$ cat src/rtl/cmd_credit_tag_alloc_if.sv
// Command/response bus between a requester and the credit/tag allocator.
// The allocator sits on the slave side; the requester drives the master side.
interface cmd_credit_tag_alloc_if #(
  parameter int TAG_BITS = 8
);
  // request side
  logic                enabled_in;
  logic                read_req_in;
  logic                read_ready_out;
  logic                write_req_in;
  logic                write_ready_out;
  // registered grant
  logic                cmd_valid_out;
  logic                cmd_is_write_out;
  logic [TAG_BITS-1:0] cmd_tag_out;
  // response side
  logic                rsp_valid_in;
  logic [TAG_BITS-1:0] rsp_tag_in;
  // status
  logic [5:0]          read_credits_out;
  logic [5:0]          write_credits_out;
  logic [6:0]          free_tags_out;
  logic                error_out;

  modport slave (
    input  enabled_in, read_req_in, write_req_in, rsp_valid_in, rsp_tag_in,
    output read_ready_out, write_ready_out, cmd_valid_out, cmd_is_write_out,
           cmd_tag_out, read_credits_out, write_credits_out, free_tags_out,
           error_out
  );

  modport master (
    output enabled_in, read_req_in, write_req_in, rsp_valid_in, rsp_tag_in,
    input  read_ready_out, write_ready_out, cmd_valid_out, cmd_is_write_out,
           cmd_tag_out, read_credits_out, write_credits_out, free_tags_out,
           error_out
  );
endinterface

$ cat src/rtl/cmd_credit_tag_alloc.sv
// Credit-based command tag allocator.
// Read and write commands each consume a class credit and one tag; a response
// returns the tag and the credit of the class recorded at grant time. Tags are
// 1..CREDITS_READ+CREDITS_WRITE, tag 0 is never issued. The lowest free tag
// is always handed out, chosen from the bitmap as it stood before this cycle's
// updates, so a tag released this cycle cannot be re-issued in the same cycle.
module cmd_credit_tag_alloc #(
  parameter int CREDITS_READ  = 32,
  parameter int CREDITS_WRITE = 32,
  parameter int TAG_BITS      = 8
) (
  input  logic                  clock,
  input  logic                  rstn,
  cmd_credit_tag_alloc_if.slave bus
);

  localparam int NTAGS       = CREDITS_READ + CREDITS_WRITE;
  localparam int IDX_BITS    = $clog2(NTAGS);
  localparam int CREDIT_BITS = 6;
  localparam int FREE_BITS   = 7;

  localparam logic [CREDIT_BITS-1:0] READ_INIT  = CREDIT_BITS'(CREDITS_READ);
  localparam logic [CREDIT_BITS-1:0] WRITE_INIT = CREDIT_BITS'(CREDITS_WRITE);
  localparam logic [FREE_BITS-1:0]   FREE_INIT  = FREE_BITS'(NTAGS);

  // state
  logic [NTAGS-1:0]       outstanding_reg, outstanding_next;
  logic [NTAGS-1:0]       class_reg, class_next;
  logic [CREDIT_BITS-1:0] read_credits_reg, read_credits_next;
  logic [CREDIT_BITS-1:0] write_credits_reg, write_credits_next;
  logic [FREE_BITS-1:0]   free_tags_reg, free_tags_next;
  logic                   cmd_valid_reg;
  logic                   cmd_is_write_reg;
  logic [TAG_BITS-1:0]    cmd_tag_reg;
  logic                   error_reg;

  // handshake
  logic read_ready;
  logic write_ready;
  logic grant_read;
  logic grant_write;
  logic grant;

  // allocation
  logic [IDX_BITS-1:0] alloc_idx;
  logic                alloc_found;
  logic [TAG_BITS-1:0] alloc_tag;

  // response decode
  logic                rsp_in_range;
  logic [IDX_BITS-1:0] rsp_idx;
  logic                rsp_release;
  logic                rsp_is_write;
  logic                rsp_error;

  // Write has priority: read is only ready when no write is being requested.
  assign write_ready = bus.enabled_in && (write_credits_reg != '0) && (free_tags_reg != '0);
  assign read_ready  = bus.enabled_in && (read_credits_reg != '0) && (free_tags_reg != '0)
                       && !bus.write_req_in;

  assign grant_write = bus.write_req_in && write_ready;
  assign grant_read  = bus.read_req_in && read_ready;
  assign grant       = grant_write || grant_read;

  // Lowest-numbered free tag from the pre-update bitmap; scan high to low so
  // the last hit is the lowest index.
  always_comb begin
    alloc_idx   = '0;
    alloc_found = 1'b0;
    for (int i = NTAGS - 1; i >= 0; i--) begin
      if (!outstanding_reg[i]) begin
        alloc_idx   = IDX_BITS'(i);
        alloc_found = 1'b1;
      end
    end
  end

  assign alloc_tag = TAG_BITS'(alloc_idx) + TAG_BITS'(1);

  // A response is legal only for a nonzero, in-range tag that is outstanding.
  assign rsp_in_range = (bus.rsp_tag_in != '0) &&
                        ({{(32-TAG_BITS){1'b0}}, bus.rsp_tag_in} <= 32'(NTAGS));
  assign rsp_idx      = IDX_BITS'(bus.rsp_tag_in - TAG_BITS'(1));
  assign rsp_release  = bus.rsp_valid_in && rsp_in_range && outstanding_reg[rsp_idx];
  assign rsp_is_write = class_reg[rsp_idx];
  assign rsp_error    = bus.rsp_valid_in && !rsp_release;

  // Per-tag bitmap update: a grant sets its bit and records the class, a legal
  // response clears its bit. The two never target the same tag in one cycle.
  generate
    for (genvar gi = 0; gi < NTAGS; gi++) begin : g_tag
      logic set_bit;
      logic clr_bit;
      assign set_bit = grant && alloc_found && (alloc_idx == IDX_BITS'(gi));
      assign clr_bit = rsp_release && (rsp_idx == IDX_BITS'(gi));
      assign outstanding_next[gi] = (outstanding_reg[gi] || set_bit) && !clr_bit;
      assign class_next[gi]       = set_bit ? grant_write : class_reg[gi];
    end
  endgenerate

  // Counter updates; grant and release of the same class cancel out.
  always_comb begin
    read_credits_next  = read_credits_reg;
    write_credits_next = write_credits_reg;
    free_tags_next     = free_tags_reg;
    if (grant_read) begin
      read_credits_next = read_credits_next - CREDIT_BITS'(1);
    end
    if (grant_write) begin
      write_credits_next = write_credits_next - CREDIT_BITS'(1);
    end
    if (rsp_release && !rsp_is_write) begin
      read_credits_next = read_credits_next + CREDIT_BITS'(1);
    end
    if (rsp_release && rsp_is_write) begin
      write_credits_next = write_credits_next + CREDIT_BITS'(1);
    end
    if (grant && !rsp_release) begin
      free_tags_next = free_tags_reg - FREE_BITS'(1);
    end else if (rsp_release && !grant) begin
      free_tags_next = free_tags_reg + FREE_BITS'(1);
    end
  end

  // Bitmaps and counters.
  always_ff @(posedge clock or negedge rstn) begin
    if (!rstn) begin
      outstanding_reg   <= '0;
      class_reg         <= '0;
      read_credits_reg  <= READ_INIT;
      write_credits_reg <= WRITE_INIT;
      free_tags_reg     <= FREE_INIT;
    end else begin
      outstanding_reg   <= outstanding_next;
      class_reg         <= class_next;
      read_credits_reg  <= read_credits_next;
      write_credits_reg <= write_credits_next;
      free_tags_reg     <= free_tags_next;
    end
  end

  // Registered grant: one-cycle valid pulse, tag and class hold between grants.
  always_ff @(posedge clock or negedge rstn) begin
    if (!rstn) begin
      cmd_valid_reg    <= 1'b0;
      cmd_is_write_reg <= 1'b0;
      cmd_tag_reg      <= '0;
    end else begin
      cmd_valid_reg <= grant;
      if (grant) begin
        cmd_is_write_reg <= grant_write;
        cmd_tag_reg      <= alloc_tag;
      end
    end
  end

  // Sticky illegal-response flag.
  always_ff @(posedge clock or negedge rstn) begin
    if (!rstn) begin
      error_reg <= 1'b0;
    end else if (rsp_error) begin
      error_reg <= 1'b1;
    end
  end

  assign bus.read_ready_out    = read_ready;
  assign bus.write_ready_out   = write_ready;
  assign bus.cmd_valid_out     = cmd_valid_reg;
  assign bus.cmd_is_write_out  = cmd_is_write_reg;
  assign bus.cmd_tag_out       = cmd_tag_reg;
  assign bus.read_credits_out  = read_credits_reg;
  assign bus.write_credits_out = write_credits_reg;
  assign bus.free_tags_out     = free_tags_reg;
  assign bus.error_out         = error_reg;

endmodule

$ cat src/flat_wrapper.sv
// flat-port wrapper written by rule: the top's interface ports become plain ports
module cmd_credit_tag_alloc_flat 
#(
  parameter int CREDITS_READ  = 32,
  parameter int CREDITS_WRITE = 32,
  parameter int TAG_BITS      = 8
)
  (clock, rstn, bus_enabled_in, bus_read_req_in, bus_write_req_in, bus_rsp_valid_in, bus_rsp_tag_in, bus_read_ready_out, bus_write_ready_out, bus_cmd_valid_out, bus_cmd_is_write_out, bus_cmd_tag_out, bus_read_credits_out, bus_write_credits_out, bus_free_tags_out, bus_error_out);
  cmd_credit_tag_alloc_if #(.TAG_BITS(TAG_BITS)) bus_i ();
  input  logic clock;
  input  logic rstn;
  input wire logic [$bits(bus_i.enabled_in)-1:0] bus_enabled_in;
  input wire logic [$bits(bus_i.read_req_in)-1:0] bus_read_req_in;
  input wire logic [$bits(bus_i.write_req_in)-1:0] bus_write_req_in;
  input wire logic [$bits(bus_i.rsp_valid_in)-1:0] bus_rsp_valid_in;
  input wire logic [$bits(bus_i.rsp_tag_in)-1:0] bus_rsp_tag_in;
  output wire logic [$bits(bus_i.read_ready_out)-1:0] bus_read_ready_out;
  output wire logic [$bits(bus_i.write_ready_out)-1:0] bus_write_ready_out;
  output wire logic [$bits(bus_i.cmd_valid_out)-1:0] bus_cmd_valid_out;
  output wire logic [$bits(bus_i.cmd_is_write_out)-1:0] bus_cmd_is_write_out;
  output wire logic [$bits(bus_i.cmd_tag_out)-1:0] bus_cmd_tag_out;
  output wire logic [$bits(bus_i.read_credits_out)-1:0] bus_read_credits_out;
  output wire logic [$bits(bus_i.write_credits_out)-1:0] bus_write_credits_out;
  output wire logic [$bits(bus_i.free_tags_out)-1:0] bus_free_tags_out;
  output wire logic [$bits(bus_i.error_out)-1:0] bus_error_out;
  assign bus_i.enabled_in = bus_enabled_in;
  assign bus_i.read_req_in = bus_read_req_in;
  assign bus_i.write_req_in = bus_write_req_in;
  assign bus_i.rsp_valid_in = bus_rsp_valid_in;
  assign bus_i.rsp_tag_in = bus_rsp_tag_in;
  assign bus_read_ready_out = bus_i.read_ready_out;
  assign bus_write_ready_out = bus_i.write_ready_out;
  assign bus_cmd_valid_out = bus_i.cmd_valid_out;
  assign bus_cmd_is_write_out = bus_i.cmd_is_write_out;
  assign bus_cmd_tag_out = bus_i.cmd_tag_out;
  assign bus_read_credits_out = bus_i.read_credits_out;
  assign bus_write_credits_out = bus_i.write_credits_out;
  assign bus_free_tags_out = bus_i.free_tags_out;
  assign bus_error_out = bus_i.error_out;
  cmd_credit_tag_alloc #(.CREDITS_READ(CREDITS_READ), .CREDITS_WRITE(CREDITS_WRITE), .TAG_BITS(TAG_BITS)) u_core (.clock(clock), .rstn(rstn), .bus(bus_i));
endmodule
$ cat config.mk
export PLATFORM = sky130hd
export DESIGN_NAME = cmd_credit_tag_alloc_flat
export DESIGN_NICKNAME = d
export VERILOG_FILES = /design/src/rtl/cmd_credit_tag_alloc_if.sv /design/src/rtl/cmd_credit_tag_alloc.sv /design/src/flat_wrapper.sv
export SDC_FILE = /design/constraint.sdc
export NUM_CORES = 1
export LEC_CHECK = 0
export BUFFER_PORTS_ARGS = -buffer_cell sky130_fd_sc_hd__buf_2
export CELL_PAD_IN_SITES_DETAIL_PLACEMENT = 1
export CELL_PAD_IN_SITES_GLOBAL_PLACEMENT = 1
export CORE_MARGIN = 1.5
export CORE_UTILIZATION = 49
export CTS_CLUSTER_DIAMETER = 80
export DETAILED_ROUTE_END_ITERATION = 6
export GPL_TIMING_DRIVEN = 0
export PLACE_DENSITY = 0.91
export SLEW_MARGIN = 20
export SYNTH_ARGS = -nofsm -noshare
export SYNTH_HDL_FRONTEND = slang
export SYNTH_SLANG_ARGS = --single-unit
$ cat constraint.sdc
create_clock -name clock -period 3.8 [get_ports clock]
set_input_delay 0.57 -clock clock [delete_from_list [all_inputs] [get_ports clock]]
set_output_delay 0.57 -clock clock [all_outputs]
set_load 0.03 [all_outputs]
# Word-level counts from Yosys, hierarchy flattened
# Cells that the tools add are included.
dict set report word_totals {
  reg_bits 158
  latchBits 0
  ramBits 0
  romBits 0
  out_inout_bits 32
  wordCells 694
  mem_count 0
}
dict set report op_classes {
  add_sub_neg 8
  n_mul 0
  div 0
  order_cmp 2
  n_eq_ne 126
  shifts 0
  muxes 138
  bitwise 0
  reduce_logical 348
}
# op count
set op_table {}
lappend op_table {{6-bit 2-to-1 mux} 68}
lappend op_table {{6-bit equality test (second input constant)} 64}
lappend op_table {{1-bit logical AND} 208}
lappend op_table {{6-bit by 5-bit equality test with 1-bit output (second input constant)} 32}
lappend op_table {{6-bit by 4-bit equality test with 1-bit output (second input constant)} 16}
lappend op_table {{1-bit logical NOT} 68}
lappend op_table {{1-bit 2-to-1 mux} 66}
lappend op_table {{1-bit logical OR} 65}
lappend op_table {{6-bit by 3-bit equality test with 1-bit output (second input constant)} 8}
lappend op_table {{6-bit by 2-bit equality test with 1-bit output (second input constant)} 4}
lappend op_table {{6-bit by 1-bit subtractor with 6-bit output (second input constant)} 3}
lappend op_table {{7-bit 2-to-1 mux} 2}
lappend op_table {{6-bit by 1-bit adder with 6-bit output (second input constant)} 2}
lappend op_table {{1-bit binary-select mux with 6-bit select} 2}
lappend op_table {{6-bit by 1-bit equality test with 1-bit output (second input constant)} 2}
lappend op_table {{6-bit logical NOT} 2}
lappend op_table {{6-bit nonzero test} 2}
lappend op_table {{8-bit by 7-bit <= comparator with 1-bit output (second input constant)} 1}
lappend op_table {{8-bit nonzero test} 1}
lappend op_table {{6-bit by 1-bit adder with 7-bit output (second input constant)} 1}
lappend op_table {{7-bit by 1-bit adder with 7-bit output (second input constant)} 1}
lappend op_table {{6-bit by 7-bit < comparator with 1-bit output (second input constant)} 1}
lappend op_table {{7-bit nonzero test} 1}
lappend op_table {{7-bit by 1-bit subtractor with 7-bit output (second input constant)} 1}
lappend op_table {{2-bit nonzero test} 1}

# Depth between registers and ports, before layout
dict set report logic_depth {
  depth_word 68
  ltp_mapped 24
  depth_no_buf 19
}

# Worst setup path after synthesis
# OpenSTA, ideal clock, no wires.
dict set report synth_timing {
  path_kind {input to register}
  startpoint {input port bus_rsp_tag_in[0]}
  endpoint {register u_core.free_tags_reg[6], in the netlist u_core.bus.free_tags_out[6]}
  t_arrival_ns 4.469
  t_required_ns 3.715
  setup_slack_ns -0.753
  cell_stages 21
  n_path_buf 2
  cell_sequence {buf_2 buf_2 inv_1 ha_1 xnor2_1 mux4_2 mux2i_1 o2111ai_1 a21oi_2 inv_2 ha_1 inv_1 fa_1 inv_1 a21oi_1 o21bai_1 a21o_1 a21oi_1 xnor2_1 nor2_1 xor2_1}
}
dict set report synth_between {
  elab_chain_cells 7
  word_cells_on_any_way 13
}
# item line_no
set synth_lines {}
lappend synth_lines {{start: declaration} flat_wrapper.sv:16} ;# input wire logic [$bits(bus_i.rsp_tag_in)-1:0] bus_rsp_tag_in;
lappend synth_lines {{6-bit by 1-bit subtractor with 6-bit output, or another cell as far along} cmd_credit_tag_alloc.sv:83} ;# assign rsp_idx = IDX_BITS'(bus.rsp_tag_in - TAG_BITS'(1));
lappend synth_lines {{1-bit binary-select mux with 6-bit select / 1-bit logical AND (equally long branches)} {cmd_credit_tag_alloc.sv:84, cmd_credit_tag_alloc.sv:81}}
lappend synth_lines {{1-bit 2-to-1 mux (implied by the code) / 1-bit logical AND (equally long branches)} cmd_credit_tag_alloc.sv:84} ;# assign rsp_release = bus.rsp_valid_in && rsp_in_range && outstanding_reg[rsp_idx];
lappend synth_lines {{1-bit logical AND *} cmd_credit_tag_alloc.sv:84}
lappend synth_lines {{1-bit logical NOT} cmd_credit_tag_alloc.sv:118} ;# if (grant && !rsp_release) begin
lappend synth_lines {{1-bit logical AND} cmd_credit_tag_alloc.sv:118}
lappend synth_lines {{7-bit 2-to-1 mux / 2-bit nonzero test (equally long branches)} --}
lappend synth_lines {{end signal: assignment} cmd_credit_tag_alloc.sv:138} ;# free_tags_reg <= free_tags_next;
lappend synth_lines {{end: declaration} cmd_credit_tag_alloc.sv:31} ;# logic [FREE_BITS-1:0] free_tags_reg, free_tags_next;
# Every way passes the cells marked *; elsewhere a longest branch is shown, timed or not. The select of a mux whose other input is x is not followed.
# A chain may end at the register's enable or synchronous reset.

# Final worst setup path
# Same ends and word-level chain as after synthesis.

==> impl_metrics.json <==
{
  "outcome": "finished, violations left",
  "violations": "negative setup slack",
  "grt_use_met3_pct": 11.64,
  "postSynthCellCount": 940,
  "synth_cell_types": 69,
  "holdWs_ps": 132.4,
  "clockBufferDepth": 2,
  "hold_path.class": "in -> async",
  "drv_slew": 0,
  "finalCriticalPeriod_ps": 4222,
  "setup_ws_ps": -421.8,
  "rr_startpoint": "u_core.outstanding_reg[63]$_DFF_PN0_",
  "worstSetupPathType": "in -> reg",
  "chipHeight_um": 141.5,
  "tightest_slew_ps": 1143,
  "crit_cells": 23,
  "leakage_nw": 4.886,
  "crit_slowest_cell": "mux4_2",
  "syn_area_um2": 9405,
  "synth_warnings": 0,
  "design.die.area_um2": 20040,
  "io_pins": 46,
  "clkTransAtPathRegs_ps": 70,
  "synth.ff_latch_count": 157,
  "arrival_ps": 4590,
  "crit_path_end_kind": "flop",
  "vias": 9392,
  "path_delay_family": "adder cells",
  "rsz0062_at_grt": "yes",
  "antennaDiodeCount": 0,
  "syn_nets": 976,
  "grt_antenna_before_repair": 3,
  "cts_root_buffer": "clkbuf_16",
  "coreArea_um2": 18770,
  "path_buf_inv": 8,
  "register_area_um2": 3933,
  "synth_area_leaders": "dfrtp_1 41%, mux4_2 7.9%, mux2_2 7.7%",
  "start_util_pct": 50.11,
  "syn_avg_cell_area_um2": 10.01,
  "cp-start-kind": "primary input",
  "multi_input_area_um2": 5396,
  "fmax_ghz": 0.2369,
  "final-setup-viol-count": 47,
  "critPathMaxStageDelay_ps": 400,
  "final_nets": 1073,
  "synth_edf_count": 0,
  "crit_end": "u_core.bus.free_tags_out[6]$_DFFE_PN1P_",
  "clk_latency_ps": 450,
  "grt_pass1_wl_um": 57270,
  "fin_total_pwr_mw": 7.490,
  "grt_max_degree": 86,
  "viasPerCell": 7.320,
  "clock_sinks": 157,
  "cts_htree_levels": 4,
  "async_reset_ff_share_pct": 100.0,
  "final_core_util_pct": 60.18,
  "grt_pass1_vias": 9586,
  "met2_usage_pct": 61.26,
  "yosysTopAreaCellShare_pct": 40.97,
  "overflow": 0,
  "cp_cell_sequence": "buf_12 > buf_12 > inv_12 > ha_4 > buf_12 > buf_12 > mux4_2 > nand3_2 > a2bb2oi_1 > nor4_4 > a21oi_4 > inv_2 > ha_4 > inv_4 > fa_2 > inv_2 > a21oi_2 > o21bai_1 > a21o_1 > a21oi_2 > xnor2_1 > nor2_1 > xor2_1",
  "grt_usage_pct": 38.60,
  "power_density_nw_per_um2": 663.2,
  "top_usage_layer": "met2",
  "wl_um": 41470,
  "required_ps": 4170,
  "area_growth_syn_to_layout_pct": 20.09,
  "skew_ps": 20.47,
  "max_cap_viol_count": 0,
  "ir_drop_mv": 0.5034,
  "dp_hpwl_um": 22900,
  "routedWlPerCell_um": 32.33,
  "relSlewSlack_pct": 23.81,
  "cp_max_fo": 6,
  "drt_iter0_markers": 1618,
  "yosys.area.top_type": "dfrtp_1",
  "cts_tree": "done",
  "ant_nets": 0,
  "cp_common_cell": "buf_12",
  "hold_violations": 0,
  "hold_buffers": 0,
  "yosys_most_used_dff": "dfrtp_1",
  "final_cell_mix": "154 x dfrtp_1, 110 x nand2_1, 93 x a21oi_1",
  "finalCritPeriodShare_pct": 111.1,
  "drive_gt1_share_pct": 27.17,
  "first_pass_iters": 6,
  "routabilityCongestion": 0.9699,
  "die_width_um": 141.5,
  "place_area_um2": 10090,
  "rows": 50,
  "final_area_um2": 11290,
  "reg2reg_slack_ps": -400,
  "critPathLaunch": "bus_rsp_tag_in[0]",
  "io_buffers": 41,
  "nFillCells": 1987,
  "yosysSeqAreaShare_pct": 41.81,
  "rr_worst_depth": 12,
  "rr_endpoint": "u_core.outstanding_reg[0]$_DFF_PN0_",
  "cts_buffers": 17,
  "drc": 0,
  "final_common_cell": "dfrtp_1",
  "met1_usage_pct": 44.36
}
[metrics by stage]
step           instances  worst slack (ps)  setup TNS, ps
5_1_grt             1283            -400.7          -5065
3_5_place_dp        1216            -934.5         -33680
2_1_floorplan        940            -50.56         -50.56
4_1_cts             1267            -77.85         -110.6
6_report            1283            -421.8          -6346
3_3_place_gp        1215            -865.6         -59230
[what timing repair did]
item                                    CTS  global route
gates cloned                              0             2
resized for setup                        35            41
pin swaps                                12            19
endpoints found under the setup margin   65           101
setup buffers                            20            16
[cell usage after synthesis (8+ instances only)]
cell type  number
a31oi_1        13
inv_1          35
a21oi_1        98
xnor2_1        24
mux2_2         64
dfrtp_1       154
mux4_2         33
ha_1           21
xor2_1          8
nand2_1       110
o21ai_0        34
a21o_1          9
mux2i_1        15
nand4_1        24
clkbuf_1       34
a2bb2oi_1      17
nor2_1         52
nor3_1         26
and3_1          9
a22oi_1        12
nand3_1        24
[cell type report]
class / count / area share (%)
clock inverters: 11 / 1.274
repair buffers: 80 / 5.395
clock buffers: 20 / 3.955
flip-flops and latches: 157 / 34.82
inverters: 37 / 1.407
well taps: 234 / 2.592
plain buffers: 50 / 2.781
multi-input cells: 694 / 47.78
[per-layer routing]
metal  wire length [µm]  share of wire, %  vias up
met1              14180                34     4608
li1                   -                 -     3642
met3               4853                12      338
met5                 38             0.092        -
met4               3607               8.7        6
met2              18790                45      798
[cells by family (layout without fill, tap and decap cells)]
kind of cell / Yosys count / after routing / synth area share (%)
buffers and inverters: 89 / 198 / 3.871
adder cells (fa/ha/maj): 22 / 22 / 3.007
AND/OR/NAND/NOR: 299 / 299 / 15.67
other: 1 / 1 / 0.03987
XOR/XNOR: 33 / 33 / 3.153
flip-flops: 157 / 157 / 41.81
multiplexers: 114 / 114 / 17.40
AO/OA/AOI/OAI: 225 / 225 / 15.05
[where the power goes]
part | internal (mW) | total [mW] | switching, mW
combinational | 1.06 | 3.47 | 2.41
sequential | 1.90 | 2.21 | 0.305
clock | 1.04 | 1.81 | 0.764
total | 4.01 | 7.49 | 3.48
[how the worst min path moves through the flow]
stage / slack, ps / from / cells past startpoint / end
after global routing: 180 / rstn / 1 / u_core.bus.read_credits_out[3]$_DFF_PN0_
final: 130 / rstn / 1 / u_core.bus.read_credits_out[3]$_DFF_PN0_
after CTS: 160 / rstn / 1 / u_core.bus.read_credits_out[3]$_DFF_PN0_
after floorplan: 270 / rstn / 0 / u_core.bus.cmd_is_write_out$_DFFE_PN0P_
after global placement: 440 / u_core.bus.error_out$_DFFE_PN0P_ / 1 / u_core.bus.error_out$_DFFE_PN0P_
after detailed placement: 450 / u_core.bus.error_out$_DFFE_PN0P_ / 1 / u_core.bus.error_out$_DFFE_PN0P_
Power figures use the tool's default switching activity.
